### src/rtl/hazard_stall_ctrl.sv
// Hazard unit for a 5-stage MIPS pipeline with branches resolved in ID.
// Detects load-use and branch-operand hazards, holds multi-cycle stalls, and counts stalls/flushes.
module hazard_stall_ctrl #(
    parameter int REG_AW   = 5,
    parameter int LOAD_LAT = 1,
    parameter int CNT_W    = 16
) (
    input  logic              clk,
    input  logic              reset,
    input  logic              id_valid,
    input  logic [REG_AW-1:0] id_rs,
    input  logic [REG_AW-1:0] id_rt,
    input  logic              id_use_rs,
    input  logic              id_use_rt,
    input  logic              id_branch,
    input  logic              id_rsrt_equal,
    input  logic              ex_reg_write,
    input  logic              ex_mem_read,
    input  logic [REG_AW-1:0] ex_rd,
    input  logic              mem_mem_read,
    input  logic [REG_AW-1:0] mem_rd,
    output logic              pc_write,
    output logic              ifid_write,
    output logic              idex_bubble,
    output logic              if_flush,
    output logic [CNT_W-1:0]  stall_cnt,
    output logic [CNT_W-1:0]  flush_cnt
);

    typedef enum logic {IDLE, HOLD} state_t;

    state_t     state_q, state_d;
    logic [2:0] rem_q, rem_d;
    logic       dep_ex, dep_mem;
    logic [3:0] req_len;
    logic       fsm_stall, stall;

    // Register 0 is hard-wired, so it never creates a dependency.
    assign dep_ex  = id_valid && (ex_rd != '0) &&
                     ((id_use_rs && (id_rs == ex_rd)) || (id_use_rt && (id_rt == ex_rd)));
    assign dep_mem = id_valid && (mem_rd != '0) &&
                     ((id_use_rs && (id_rs == mem_rd)) || (id_use_rt && (id_rt == mem_rd)));

    always_comb begin
        req_len = 4'd0;
        if (ex_mem_read && dep_ex)
            req_len = 4'(LOAD_LAT) + {3'b000, id_branch};
        else if (id_branch && ex_reg_write && dep_ex)
            req_len = 4'd1;
        else if (id_branch && mem_mem_read && dep_mem)
            req_len = 4'(LOAD_LAT);
    end

    // NOTE: every variable of this block gets a default first so no latch is inferred.
    always_comb begin
        state_d   = state_q;
        rem_d     = rem_q;
        fsm_stall = 1'b0;
        case (state_q)
            IDLE: begin
                if (req_len != 4'd0) begin
                    fsm_stall = 1'b1;
                    if (req_len > 4'd1) begin
                        state_d = HOLD;
                        rem_d   = 3'(req_len - 4'd1);
                    end
                end
            end
            HOLD: begin
                fsm_stall = 1'b1;
                rem_d     = rem_q - 3'd1;
                if (rem_q <= 3'd1)
                    state_d = IDLE;
            end
            default: state_d = IDLE;
        endcase
    end

    assign stall       = fsm_stall && !reset;
    assign pc_write    = !stall;
    assign ifid_write  = !stall;
    assign idex_bubble = stall;
    assign if_flush    = id_branch && id_rsrt_equal && id_valid && !stall && !reset;

    // NOTE: sequential state uses non-blocking assignments; reset is synchronous, sampled on the clock.
    always_ff @(posedge clk) begin
        if (reset) begin
            state_q   <= IDLE;
            rem_q     <= 3'd0;
            stall_cnt <= '0;
            flush_cnt <= '0;
        end else begin
            state_q <= state_d;
            rem_q   <= rem_d;
            if (stall && (stall_cnt != '1))
                stall_cnt <= stall_cnt + 1'b1;
            if (if_flush && (flush_cnt != '1))
                flush_cnt <= flush_cnt + 1'b1;
        end
    end

endmodule

### config.mk
export PLATFORM = sky130hd
export DESIGN_NAME = hazard_stall_ctrl
export DESIGN_NICKNAME = d
export VERILOG_FILES = /design/src/rtl/hazard_stall_ctrl.sv
export SDC_FILE = /design/constraint.sdc
export NUM_CORES = 1
export LEC_CHECK = 0
export ABC_AREA = 1
export BUFFER_PORTS_ARGS = -buffer_cell sky130_fd_sc_hd__buf_2
export CAP_MARGIN = 10
export CORE_AREA = 2 2 82 68
export DETAILED_ROUTE_END_ITERATION = 12
export DIE_AREA = 0 0 84 70
export GPL_TIMING_DRIVEN = 0
export PLACE_DENSITY = 0.81
export RECOVER_POWER = 100
export REMOVE_ABC_BUFFERS = 1
export SLEW_MARGIN = 20
export SYNTH_ARGS = -nofsm -noshare
export SYNTH_HDL_FRONTEND = slang
export SYNTH_SLANG_ARGS = --single-unit
### constraint.sdc
create_clock -name clk -period 4.3 [get_ports clk]
set_clock_uncertainty 0.05 [all_clocks]
set_input_delay 0.43 -clock clk [delete_from_list [all_inputs] [get_ports clk]]
set_output_delay 0.43 -clock clk [all_outputs]
set_load 0.005 [all_outputs]
==> results.yml <==
logic_synthesis:
  yosys.cell_count.top_type: "nand2_1"
  synth.area.top_cells: "dfxtp_1 29%, nand2_1 18%, nor2_1 7.2%"
  ys_types: 31
  synthCells: 396
  syn_avg_cell_area_um2: 6.19
  synth-seq-cells: 36
  ys_seq_area_share_pct: 29.4
  synth_common_cells: "120 x nand2_1, 47 x nor2_1, 45 x inv_1"
  synth_edf_count: 0
  yosys_most_used_dff: "dfxtp_1"
  netlist_area_um2: 2450
  synth_top_area_share_pct: 29.4
  yosysTopAreaCell: "dfxtp_1"
  ys_async_sr_fraction_pct: 0
  synth_warnings: 0
die:
  start_util_pct: 47.2
  die_h_um: 70
  rows: 24
  ios: 66
  core_area_um2: 5190
  die_x_um: 84
  dieArea_um2: 5880
clock_tree:
  cts_resized: 0
  clock_latency_ns: 0.29
  cts_hold_buf: 0
  clockRootBuffer: "clkbuf_8"
  postCtsSetupBuffers: 0
  cts-buffers-inserted: 5
  clk_pin_slew_ns: 0.07
  cts.path.max_buffers: 2
  cts.sinks: 36
  htree_num_levels: 2
  cts_tree: "done"
setup_path:
  startpoint: "ex_rd[3]"
  r2r_end: "stall_cnt[6]$_SDFFE_PP0P_"
  r2r-start: "state_q$_SDFF_PP0_"
  crit_type: "input pin to flip-flop"
  crit_top_cell: "nand2_1"
  cp-endpoint: "stall_cnt[6]$_SDFFE_PP0P_"
  end_kind: "flip-flop"
  crit_fanout: 17
  slowest_stage: "inv_1"
  worst_path_dominant_cell_family: "simple AND/OR/NAND/NOR gates"
  crit_cells: 14
  crit_chain: "clkbuf_1, inv_1, nand2_1, nand2_1, nor2_1, nand3_1, nand2_1, nand3_1, ha_1, a21oi_1, nand2_1, inv_1, o21ai_0, a21oi_1"
  path_buf_inv: 3
  reg2reg_slack_ns: 1.89
  max_stage_delay_ns: 0.54
  ff2ff_path_depth: 6
  critPathRequiredTime_ns: 4.47
  arrival_ns: 3.55
  cp-start-kind: "input pin"
timing:
  rsz0062_at_grt: "false"
  worstMarginPinSlew_ns: 0.580
  period_minus_slack_ns: 3.38
  relSlewSlack_pct: 61.2
  tns_ns: 0
  max_freq_mhz: 296
  final-hold-violation-count: 0
  finalSetupViolCount: 0
  post-route-period-util_pct: 78.5
  slew_violations: 0
final_layout:
  area_growth_pct: 16.3
  fin_nets: 496
  layout-drive-gt1-share_pct: 14.8
  layout.area.seq_um2: 721
  multi_input_comb_area_um2: 1460
  insertedDiodeCount: 0
  fillerInstances: 527
detailed_routing:
  num_vias: 2694
  drt_wl_total_um: 6020
  drtPass1Iterations: 5
  drc: 0
  initialDrtViolationCount: 204
  final_antenna_net_count: 0
  drt-vias-per-instance: 5.12
  avgRoutedWirePerCell_um: 11.4
grt:
  grt_max_degree: 25
  gr-usage-all-layers_pct: 20.5
  grt_pass1_wl_um: 10100
  met2_usage_pct: 33.4
  grt_pass1_vias: 2351
  use_met1_pct: 28.0
  grt-ovfl-total: 0
  met3_usage_pct: 4.02
  busiest_layer: "met2"
  antenna_found_initial: 0
place:
  port_buffers: 65
  finalWeightedCongestion: 0.929
  dp_hpwl_um: 4430
min_path:
  min_path_type: "flip-flop to flip-flop"
power:
  ir_drop_mv: 0.131
  leakagePower_uw: 0.00129
  powerDensity_nw_per_um2: 230
  power_uw: 657
run:
  drv_cap: 0
outcome:
  status: "finished, final reports clean"
==> layout make-up <==
cell class	instances	share of cell area, %
Multi-Input combinational cell	303	51.3
Sequential cell	36	25.3
Timing Repair Buffer	65	11.0
Inverter	49	6.45
Clock buffer	8	3.16
Tap cell	65	2.85
==> metal layers <==
layer  up-vias  routed length (um)
met3        10                 388
li1       1390                   -
met1      1210                2880
met4         0                  63
met2        84                2690
met5         -                   0
==> placed cells by master, fill, tap and decap left out, drive strengths merged <==
master	n
o21a	1
xor2	8
nor2	48
o21ai	17
o211ai	1
nor3	15
a21oi	34
nand3	29
clkbuf	17
nand2	123
dfxtp	36
o22ai	4
ha	6
xnor2	9
clkinv	1
mux2i	1
buf	56
nand4	4
and2	2
inv	48
o31ai	1
==> cells by family (layout without fill, tap and decap cells) <==
family                     after synthesis  after routing  synth area share (%)
and+or+nand+nor                        221            221                  38.2
AOI/OAI and AO/OA                       58             58                  12.8
buffers and inverters                   57            122                  10.1
DFF                                     36             36                  29.4
xor gates and xnor gates                17             17                  6.07
adders and majority gates                6              6                  3.06
muxes                                    1              1                 0.408
==> worst min path at each step <==
| stage | start | endpoint | slack (ns) | cells past startpoint |
|---|---|---|---|---|
| global placement | stall_cnt[3]$_SDFFE_PP0P_ | stall_cnt[3]$_SDFFE_PP0P_ | 0.44 | 2 |
| global route | flush_cnt[9]$_SDFFE_PP0P_ | flush_cnt[9]$_SDFFE_PP0P_ | 0.49 | 2 |
| floorplan | stall_cnt[3]$_SDFFE_PP0P_ | stall_cnt[3]$_SDFFE_PP0P_ | 0.43 | 2 |
| detailed placement | stall_cnt[3]$_SDFFE_PP0P_ | stall_cnt[3]$_SDFFE_PP0P_ | 0.44 | 2 |
| CTS | stall_cnt[3]$_SDFFE_PP0P_ | stall_cnt[3]$_SDFFE_PP0P_ | 0.45 | 2 |
| finish | stall_cnt[3]$_SDFFE_PP0P_ | stall_cnt[3]$_SDFFE_PP0P_ | 0.46 | 2 |
==> tightest hold or removal path, cell delays in order (launching register included) <==
cell	delay, ns
dfxtp_1	0.34
nand2_1	0.07
a21oi_1	0.06
==> registers in the layout, summed over array words and instances (netlist names) <==
name,cells
flush_cnt,16
rem_q,3
stall_cnt,16
state_q,1
==> where the power goes <==
part | internal (uW) | total, uW | switching (uW)
combinational | 25.4 | 69.0 | 43.6
clock | 131 | 252 | 121
sequential | 335 | 336 | 1.72
==> per-stage QoR <==
step                cells  instance area (um^2)  util [%]  setup slack, ns  hold WS [ns]
floorplan             388                  2390         -             1.93         0.431
global placement      518                  2800      53.8             1.35         0.439
detailed placement    518                  2800      53.8             1.29         0.438
CTS                   526                  2890      55.5             1.59         0.449
global route          526                  2850      54.9            0.657         0.490
finish                526                  2850      54.9            0.924         0.457
No activity file was read; power rests on OpenSTA's default activity.
